<file path="src/rtl/ara_perf_pkg.sv">
// ara_perf_pkg
// Shared types and constants for the Ara measurement-window sequencer.
// Provides:
//   perf_state_e  - sequencer FSM states (IDLE/RUN/DONE)
//   perf_cnt_t    - counter type at the default counter width
//   ExitBitIdx    - bit of the exit word that requests end-of-test
//   ExitCodeWidth - width of the exit code carried above the request bit
package ara_perf_pkg;

  localparam int unsigned CntWidthDefault = 64;
  localparam int unsigned ExitWordWidth   = 64;
  localparam int unsigned ExitBitIdx      = 0;
  localparam int unsigned ExitCodeWidth   = ExitWordWidth - 1;

  typedef logic [CntWidthDefault-1:0] perf_cnt_t;

  typedef enum logic [1:0] {
    IDLE = 2'd0,
    RUN  = 2'd1,
    DONE = 2'd2
  } perf_state_e;

endpackage

</file>
<file path="src/rtl/ara_perf_sat_cnt.sv">
// ara_perf_sat_cnt
// One saturating event counter used for the live window counters.
// Ports:
//   clk      - clock
//   rst      - synchronous active-high reset, clears the count
//   load     - start of a window: count takes load_val (0 or 1)
//   load_val - first-cycle event bit
//   inc      - add one this cycle (ignored while load is high)
//   value    - current count, sticks at all-ones
module ara_perf_sat_cnt #(
  parameter int unsigned Width = 64
) (
  input  logic             clk,
  input  logic             rst,
  input  logic             load,
  input  logic             load_val,
  input  logic             inc,
  output logic [Width-1:0] value
);

  // Load wins over increment so a new window always starts from its first
  // sample; once all-ones is reached further increments are dropped.
  always_ff @(posedge clk) begin
    if (rst) begin
      value <= '0;
    end else if (load) begin
      value <= Width'(load_val);
    end else if (inc && (value != '1)) begin
      value <= value + Width'(1);
    end
  end

endmodule

</file>
<file path="src/rtl/ara_perf_sequencer.sv">
// ara_perf_sequencer
// Measurement-window controller. A window opens when the software enable
// rises and closes when it falls; while open it counts cycles and (optionally)
// CVA6 stall events. On close the live counts are copied into result buffers
// guarded by a valid/ready handshake. An exit request closes any open window,
// latches it, and parks the block in DONE so the results stay stable.
//
// Optional feature macro: ARA_PERF_STALL_CNT_EN
//   defined   - D$, I$ and scoreboard-full counters are built
//   undefined - stall inputs unused, stall result outputs tied to 0
//
// Ports:
//   clk_i, rst_i             - clock, synchronous active-high reset
//   hw_cnt_en_i              - measurement enable level
//   dcache_stall_i           - D$ stall event per cycle
//   icache_stall_i           - I$ stall event per cycle
//   sb_full_i                - scoreboard-full event per cycle
//   exit_i                   - bit0 exit request, bits 63:1 exit code
//   result_ready_i           - consumer accepts latched results
//   result_valid_o           - latched results available
//   runtime_o                - latched cycle count
//   dcache_stall_o           - latched D$ stall count
//   icache_stall_o           - latched I$ stall count
//   sb_full_o                - latched scoreboard-full count
//   win_cnt_o                - number of closed windows (wraps)
//   overflow_o               - sticky: a result was overwritten unaccepted
//   dump_en_o                - high while a window is open
//   exit_valid_o             - exit sequencing complete
//   exit_code_o              - captured exit code
module ara_perf_sequencer
  import ara_perf_pkg::*;
#(
  parameter int unsigned CntWidth    = 64,
  parameter int unsigned WinCntWidth = 8
) (
  input  logic                     clk_i,
  input  logic                     rst_i,
  input  logic                     hw_cnt_en_i,
  input  logic                     dcache_stall_i,
  input  logic                     icache_stall_i,
  input  logic                     sb_full_i,
  input  logic [ExitWordWidth-1:0] exit_i,
  input  logic                     result_ready_i,
  output logic                     result_valid_o,
  output logic [CntWidth-1:0]      runtime_o,
  output logic [CntWidth-1:0]      dcache_stall_o,
  output logic [CntWidth-1:0]      icache_stall_o,
  output logic [CntWidth-1:0]      sb_full_o,
  output logic [WinCntWidth-1:0]   win_cnt_o,
  output logic                     overflow_o,
  output logic                     dump_en_o,
  output logic                     exit_valid_o,
  output logic [ExitCodeWidth-1:0] exit_code_o
);

  perf_state_e state_q, state_d;

  logic exit_req;
  logic cnt_load;
  logic cnt_inc;
  logic do_latch;
  logic do_exit;

  logic [CntWidth-1:0] runtime_live;

  assign exit_req = exit_i[ExitBitIdx];

  // State register.
  always_ff @(posedge clk_i) begin
    if (rst_i) begin
      state_q <= IDLE;
    end else begin
      state_q <= state_d;
    end
  end

  // Next state and per-cycle control. Exit is checked before the enable in
  // every state so an end-of-test request can never be swallowed by a window
  // opening or continuing. Closing and exit cycles are not counted.
  always_comb begin
    state_d  = state_q;
    cnt_load = 1'b0;
    cnt_inc  = 1'b0;
    do_latch = 1'b0;
    do_exit  = 1'b0;
    case (state_q)
      IDLE: begin
        if (exit_req) begin
          state_d = DONE;
          do_exit = 1'b1;
        end else if (hw_cnt_en_i) begin
          state_d  = RUN;
          cnt_load = 1'b1;
        end
      end
      RUN: begin
        if (exit_req) begin
          state_d  = DONE;
          do_exit  = 1'b1;
          do_latch = 1'b1;
        end else if (!hw_cnt_en_i) begin
          state_d  = IDLE;
          do_latch = 1'b1;
        end else begin
          cnt_inc = 1'b1;
        end
      end
      DONE: begin
        state_d = DONE;
      end
      default: begin
        state_d = IDLE;
      end
    endcase
  end

  ara_perf_sat_cnt #(
    .Width(CntWidth)
  ) u_runtime_cnt (
    .clk      (clk_i),
    .rst      (rst_i),
    .load     (cnt_load),
    .load_val (1'b1),
    .inc      (cnt_inc),
    .value    (runtime_live)
  );

  // Handshake, window bookkeeping and exit capture. A close that coincides
  // with acceptance keeps valid high for the new data and is not an
  // overflow, because the old result was consumed on that same edge. Once in
  // DONE the ready input is ignored so the final results remain presented.
  always_ff @(posedge clk_i) begin
    if (rst_i) begin
      result_valid_o <= 1'b0;
      runtime_o      <= '0;
      win_cnt_o      <= '0;
      overflow_o     <= 1'b0;
      dump_en_o      <= 1'b0;
      exit_valid_o   <= 1'b0;
      exit_code_o    <= '0;
    end else begin
      dump_en_o <= (state_d == RUN);
      if (do_exit) begin
        exit_valid_o <= 1'b1;
        exit_code_o  <= exit_i[ExitWordWidth-1:ExitBitIdx+1];
      end
      if (do_latch) begin
        runtime_o      <= runtime_live;
        win_cnt_o      <= win_cnt_o + WinCntWidth'(1);
        result_valid_o <= 1'b1;
        if (result_valid_o && !result_ready_i) begin
          overflow_o <= 1'b1;
        end
      end else if ((state_q != DONE) && result_valid_o && result_ready_i) begin
        result_valid_o <= 1'b0;
      end
    end
  end

`ifdef ARA_PERF_STALL_CNT_EN
  logic [CntWidth-1:0] dcache_live;
  logic [CntWidth-1:0] icache_live;
  logic [CntWidth-1:0] sb_full_live;

  ara_perf_sat_cnt #(
    .Width(CntWidth)
  ) u_dcache_cnt (
    .clk      (clk_i),
    .rst      (rst_i),
    .load     (cnt_load),
    .load_val (dcache_stall_i),
    .inc      (cnt_inc & dcache_stall_i),
    .value    (dcache_live)
  );

  ara_perf_sat_cnt #(
    .Width(CntWidth)
  ) u_icache_cnt (
    .clk      (clk_i),
    .rst      (rst_i),
    .load     (cnt_load),
    .load_val (icache_stall_i),
    .inc      (cnt_inc & icache_stall_i),
    .value    (icache_live)
  );

  ara_perf_sat_cnt #(
    .Width(CntWidth)
  ) u_sb_full_cnt (
    .clk      (clk_i),
    .rst      (rst_i),
    .load     (cnt_load),
    .load_val (sb_full_i),
    .inc      (cnt_inc & sb_full_i),
    .value    (sb_full_live)
  );

  // Stall result buffers follow the same latch strobe as runtime.
  always_ff @(posedge clk_i) begin
    if (rst_i) begin
      dcache_stall_o <= '0;
      icache_stall_o <= '0;
      sb_full_o      <= '0;
    end else if (do_latch) begin
      dcache_stall_o <= dcache_live;
      icache_stall_o <= icache_live;
      sb_full_o      <= sb_full_live;
    end
  end
`else
  logic unused_stall_inputs;

  assign unused_stall_inputs = dcache_stall_i ^ icache_stall_i ^ sb_full_i;
  assign dcache_stall_o      = '0;
  assign icache_stall_o      = '0;
  assign sb_full_o           = '0;
`endif

endmodule

</file>
<file path="config.mk">
export PLATFORM = sky130hd
export DESIGN_NAME = ara_perf_sequencer
export DESIGN_NICKNAME = d
export VERILOG_FILES = /design/src/rtl/ara_perf_pkg.sv /design/src/rtl/ara_perf_sat_cnt.sv /design/src/rtl/ara_perf_sequencer.sv
export SDC_FILE = /design/constraint.sdc
export NUM_CORES = 1
export LEC_CHECK = 0
export CAP_MARGIN = 0
export CORE_MARGIN = 3
export CORE_UTILIZATION = 35
export CTS_BUF_LIST = sky130_fd_sc_hd__clkbuf_8
export CTS_CLUSTER_DIAMETER = 80
export DETAILED_ROUTE_END_ITERATION = 12
export PLACE_DENSITY = 0.67
export SYNTH_ARGS = -nofsm -noshare
export SYNTH_HDL_FRONTEND = slang
export SYNTH_HIERARCHICAL = 1
export SYNTH_SLANG_ARGS = --single-unit
</file>
<file path="constraint.sdc">
create_clock -name clk_i -period 3.5 [get_ports clk_i]
set_clock_uncertainty 0.1 [all_clocks]
set_input_delay 0.525 -clock clk_i [delete_from_list [all_inputs] [get_ports clk_i]]
set_output_delay 0.525 -clock clk_i [all_outputs]
set_load 0.03 [all_outputs]
</file>
Yosys cells after proc, flatten, opt, wreduce, memory -nomap -nowiden
Index checks and enable logic that the tools add are counted.
{"block": "totals", "register_bits": 205, "word_cells": 46, "inputBits": 71, "output_inout_bits": 331}
{"block": "op_classes", "n_eq_ne": 5, "reduce_logical": 11, "n_mux": 18, "add_sub_neg": 2}
{"operator": "64-bit by 1-bit adder with 64-bit output, second input constant", "count": 1}
{"operator": "64-bit != test, second input constant", "count": 1}
{"operator": "1-bit two-way mux", "count": 13}
{"operator": "8-bit by 1-bit adder with 8-bit output, second input constant", "count": 1}
{"operator": "2-bit two-way mux", "count": 4}
{"operator": "2-bit one-hot mux with 3 select lines", "count": 1}
{"operator": "2-bit by 1-bit equality test with 1-bit output, second input constant", "count": 2}
{"operator": "1-bit logical AND", "count": 4}
{"operator": "2-bit nonzero test", "count": 2}
{"operator": "2-bit OR reduction", "count": 2}
{"operator": "2-bit equality test, second input constant", "count": 1}
{"operator": "2-bit logical NOT", "count": 1}
{"operator": "2-bit != test, second input constant", "count": 1}
{"operator": "2-bit AND reduction", "count": 1}
{"operator": "1-bit logical NOT", "count": 1}

Depth between registers and ports, before layout
{"block": "depth", "depth_word": 6, "ltp_mapped": 9, "depth_no_buf": 8}

Cells and area by module
The synthesis kept the hierarchy.
{"module": "ara_perf_sequencer", "n_inst": 1, "area_per_inst_um2": 6344.8, "seq_area_each_um2": 2822.7, "cells_per_inst": 812}
{"module": "ara_perf_sat_cnt", "n_inst": 1, "area_per_inst_um2": 3427.0, "seq_area_each_um2": 1281.2, "cells_per_inst": 414}

Least setup slack after synthesis
Ideal clock, no wire load.
{"block": "synth_path", "path_kind": "register to register", "from": "register u_runtime_cnt.value[0]", "to": "register u_runtime_cnt.value[37]", "path_slack_ps": 893, "stages_incl_launch_ff": 10, "period_less_slack_ps": 2607, "t_required_ps": 3285, "setup_time_ps": 115, "n_path_buf": 2, "arrival_ps": 2392, "path_cell_list": "dfxtp_1 ha_1 nand3_2 or4_1 or3_1 o21ai_2 buf_4 buf_4 nor3_1 o21a_1"}
{"block": "synth_between", "elab_chain_len": 2, "elab_cells_between_ends": 3, "cone_classes": "add/sub (1); eq/ne (1); reduce/logical (1)"}
{"element": "start: declaration", "line_no": "ara_perf_sat_cnt.sv:18", "source": "output logic [Width-1:0] value"}
{"element": "start signal: assignment", "line_no": "ara_perf_sat_cnt.sv:27", "source": "value <= Width'(load_val);"}
{"element": "start signal: assignment", "line_no": "ara_perf_sat_cnt.sv:29", "source": "value <= value + Width'(1);"}
{"element": "branches (longest 2 deep; another with 64-bit by 1-bit adder with 64-bit output)"}
Parallel ways; which one is timed is not known.
A chain may end at the register's enable or synchronous reset.

Worst setup path in the final report
{"block": "layout_path", "from": "register u_runtime_cnt.value[0]", "to": "register u_runtime_cnt.value[63]"}
Same word-level chain as after synthesis.

==> results by group <==
Clock tree
  – Postcts setup bufs: 0
  – Maximum clock insertion buffer count: 3
  – Clk_lat worst skew: 0.52 ns
  – H-tree Lvls: 2
  – TritonCTS Buffers: 38
  – CTS resizes: 0
  – Clock-pin slew on the worst setup and hold paths: 0.06 ns
  – Clock sinks: 205
  – CTS tree: built
  – Clk root buf: clkbuf_8
  – CTS Hold Bufs: 0

STA
  – Slew margin rel.: 0.3860
  – Final count of hold timing violations: 0
  – Min Clock Period, post-route: 3.036 ns
  – Setup violators final: 0
  – RSZ-0062 raised after global routing: no
  – Period utilisation layout: 0.8675
  – Worst-Margin Slew: 0.9167 ns
  – Fin worst setup slack: 0.4638 ns
  – Slew Viols, Final: 0
  – Setup TNS: 0 ns
  – Fmax: 329.4 MHz

Yosys
  – Post-Synth Adder-Cell Area: 0.002561
  – Post-synthesis async set-or-reset flop share: 0
  – Top_reg_cell synth: dfxtp_1
  – Synth Area in XOR/XNOR: 0.02689
  – Top-count cell post-synth: nand2_1
  – Seq/Total Area, Yosys: 0.4200
  – Post-synth top cells: nand2_1, dfxtp_1, buf_4
  – Yosys warns: 6
  – Syn Inst Count: 1,226
  – Largest cells by area after synthesis: dfxtp_1, buf_4, nand2_1
  – Biggest area consumer among synthesized cells: dfxtp_1
  – Mux contribution to synthesized area: 0
  – Complex-gate fraction of the synthesized area: 0.1329
  – Synth Area per Inst: 7.971 µm²
  – Dominant combinational cell family by area after synthesis: simple AND/OR/NAND/NOR gates
  – Synth unique cells: 53
  – Top cell type's share of synthesized area: 0.4200
  – Post-synthesis register bit count: 205
  – Post-synth EDFFs: 0
  – Post-synthesis simple-gate area fraction: 0.2378
  – Post-Synthesis Cell Area: 0.009772 mm²

Placed design
  – Post-DP HPWL: 18.87 mm
  – Routability cong.: 0.8496
  – Cell Area, Placed: 0.01152 mm²
  – Post-place setup slack: 0.3718 ns
  – Port bufs: 206

Die
  – Die X: 173.1 µm
  – Die Footprint: 0.02996 mm²
  – Die Y: 173.1 µm
  – Core Rows: 60
  – Initial core utilization: 0.3596
  – Core area: 0.02718 mm²
  – Number of top-level pins: 402

Critical path
  – R2R depth: 8
  – CP max stage delay: 0.68 ns
  – Type of origin of the critical path: flip-flop
  – Slowest-stage cell, CP: or4_1
  – Worst Path Required: 3.81 ns
  – Critical Path Sink Type: flip-flop
  – CP Max Fanout: 22
  – Crit-path cells: ha_1, nand3_2, or4_1, or3_1, o21ai_2, buf_4, nor4_1, o21a_1
  – Critical path type: reg2reg
  – Buffers & Inverters on Critical Path: 1
  – Crit path depth: 8
  – Family with the most delay on the worst path: simple AND/OR/NAND/NOR gates
  – WP data arrival: 3.35 ns

Pwr
  – Peak supply drop: 0.0002347 V
  – Power Density: 434.2 mW/mm²
  – Leak Pwr: 4.502 nW

Status
  – Run status: complete, no violations

GRT
  – Number of global-route vias before repair: 7,697
  – GRT overflow: 0
  – Initial antenna violation count: 0
  – GRT Total Usage: 0.1635
  – Largest net degree at the start of global routing: 65
  – First-pass GRT wire length: 41.17 mm

Drt
  – Via density: 4.621
  – Detailed Routing Iterations Pass 1: 5
  – DRC Markers: 0
  – WL/cell: 14.36 µm
  – Antenna Nets Post-Route: 0
  – Drt total wl: 26.28 mm
  – Drt initial violations: 524
  – DR vias: 8,457

Hold path
  – Hold path cells: 2
  – Worst Hold Class: reg2reg

Cells and area
  – Design area: 0.01224 mm²
  – Final #Nets: 1,507
  – Final core utilization: 0.4502
  – Antenna diodes: 0
  – Layout cell share with drive strength beyond 1: 0.06859
  – P&R area growth vs syn: 25.21%

Run
  – MaxCap Viol Count: 0
-- logic make-up after synthesis --
group	count (synthesis)
other	2
adders and majority gates	2
DFF	205
xor gates and xnor gates	30
buffers and inverters	261
AOI/OAI and AO/OA	231
and+or+nand+nor	495
-- layout by cell type, fill, tap and decap left out, types with 4 or more instances in the layout --
cell type        count
a21oi_1            167
a31oi_1              4
and3_1               7
and4_1              10
buf_4               24
clkbuf_8            44
clkdlybuf4s50_1    205
conb_1             193
dfxtp_1            205
inv_1               23
nand2_1            285
nand3_1             31
nand4_1             27
nor2_1              48
nor3_1              16
nor4_1               7
o211ai_1             5
o21a_1               9
o21ai_0             15
o31ai_1             18
or2_2                4
or3_1               15
or4_1               19
xnor2_1             12
xor2_1              18
-- power breakdown --
part | internal, W | switching [W]
logic | 0.000190 | 0.000537
clock network | 0.00121 | 0.000967
registers | 0.00238 | 0.0000276
total | 0.00378 | 0.00153
-- worst register-to-register path, stage by stage, from the launching register on --
cell and delay (ns):
dfxtp_1 0.40, ha_1 0.21, nand3_2 0.18, or4_1 0.68, or3_1 0.60, o21ai_2 0.24, buf_4 0.26, nor4_1 0.09
o21a_1 0.17
-- path summary, 6_finish.rpt --
kind,startpoint,end,slack (ns)
max,u_runtime_cnt/value[0],u_runtime_cnt/value[63],0.46
min,exit_code_o[5],exit_code_o[5],0.35
max reg2reg,u_runtime_cnt/value[0],u_runtime_cnt/value[63],0.46
min reg2reg,exit_code_o[5],exit_code_o[5],0.35
-- registers in the layout, indices dropped and copies added (netlist names) --
name,cells
dump_en_o,1
exit_code_o,63
state_q,2
runtime_o,64
overflow_o,1
win_cnt_o,8
u_runtime_cnt/value,64
result_valid_o,1
exit_valid_o,1
-- metrics by stage --
step | hold slack, ns | total power, W | std cells
floorplan | 0.3286 | 0.003131 | 1417
CTS | 0.3453 | 0.005393 | 1830
detailed placement | 0.3465 | 0.003187 | 1766
global route | 0.3669 | 0.005547 | 1830
global placement | 0.3409 | 0.003182 | 1766
finish | 0.3516 | 0.005313 | 1830
-- final cells by class --
type                    instances  area [µm²]
flip-flops and latches        205        4104
inverters                       7       26.28
clock buffers                  44       605.6
clock inverters                20       105.1
fillers                      2730       14940
well taps                     372       465.4
repair buffers                231        2272
multi-input cells             951        4657
-- layer usage --
layer,routed length (µm),track usage,up-vias
li1,-,-,4184
met1,11190,0.2051,3908
met2,12860,0.2780,302
met3,1672,0.04040,63
met4,568,0.04899,0
met5,0,0,-
Note: power is estimated with default switching activity, not from simulation.
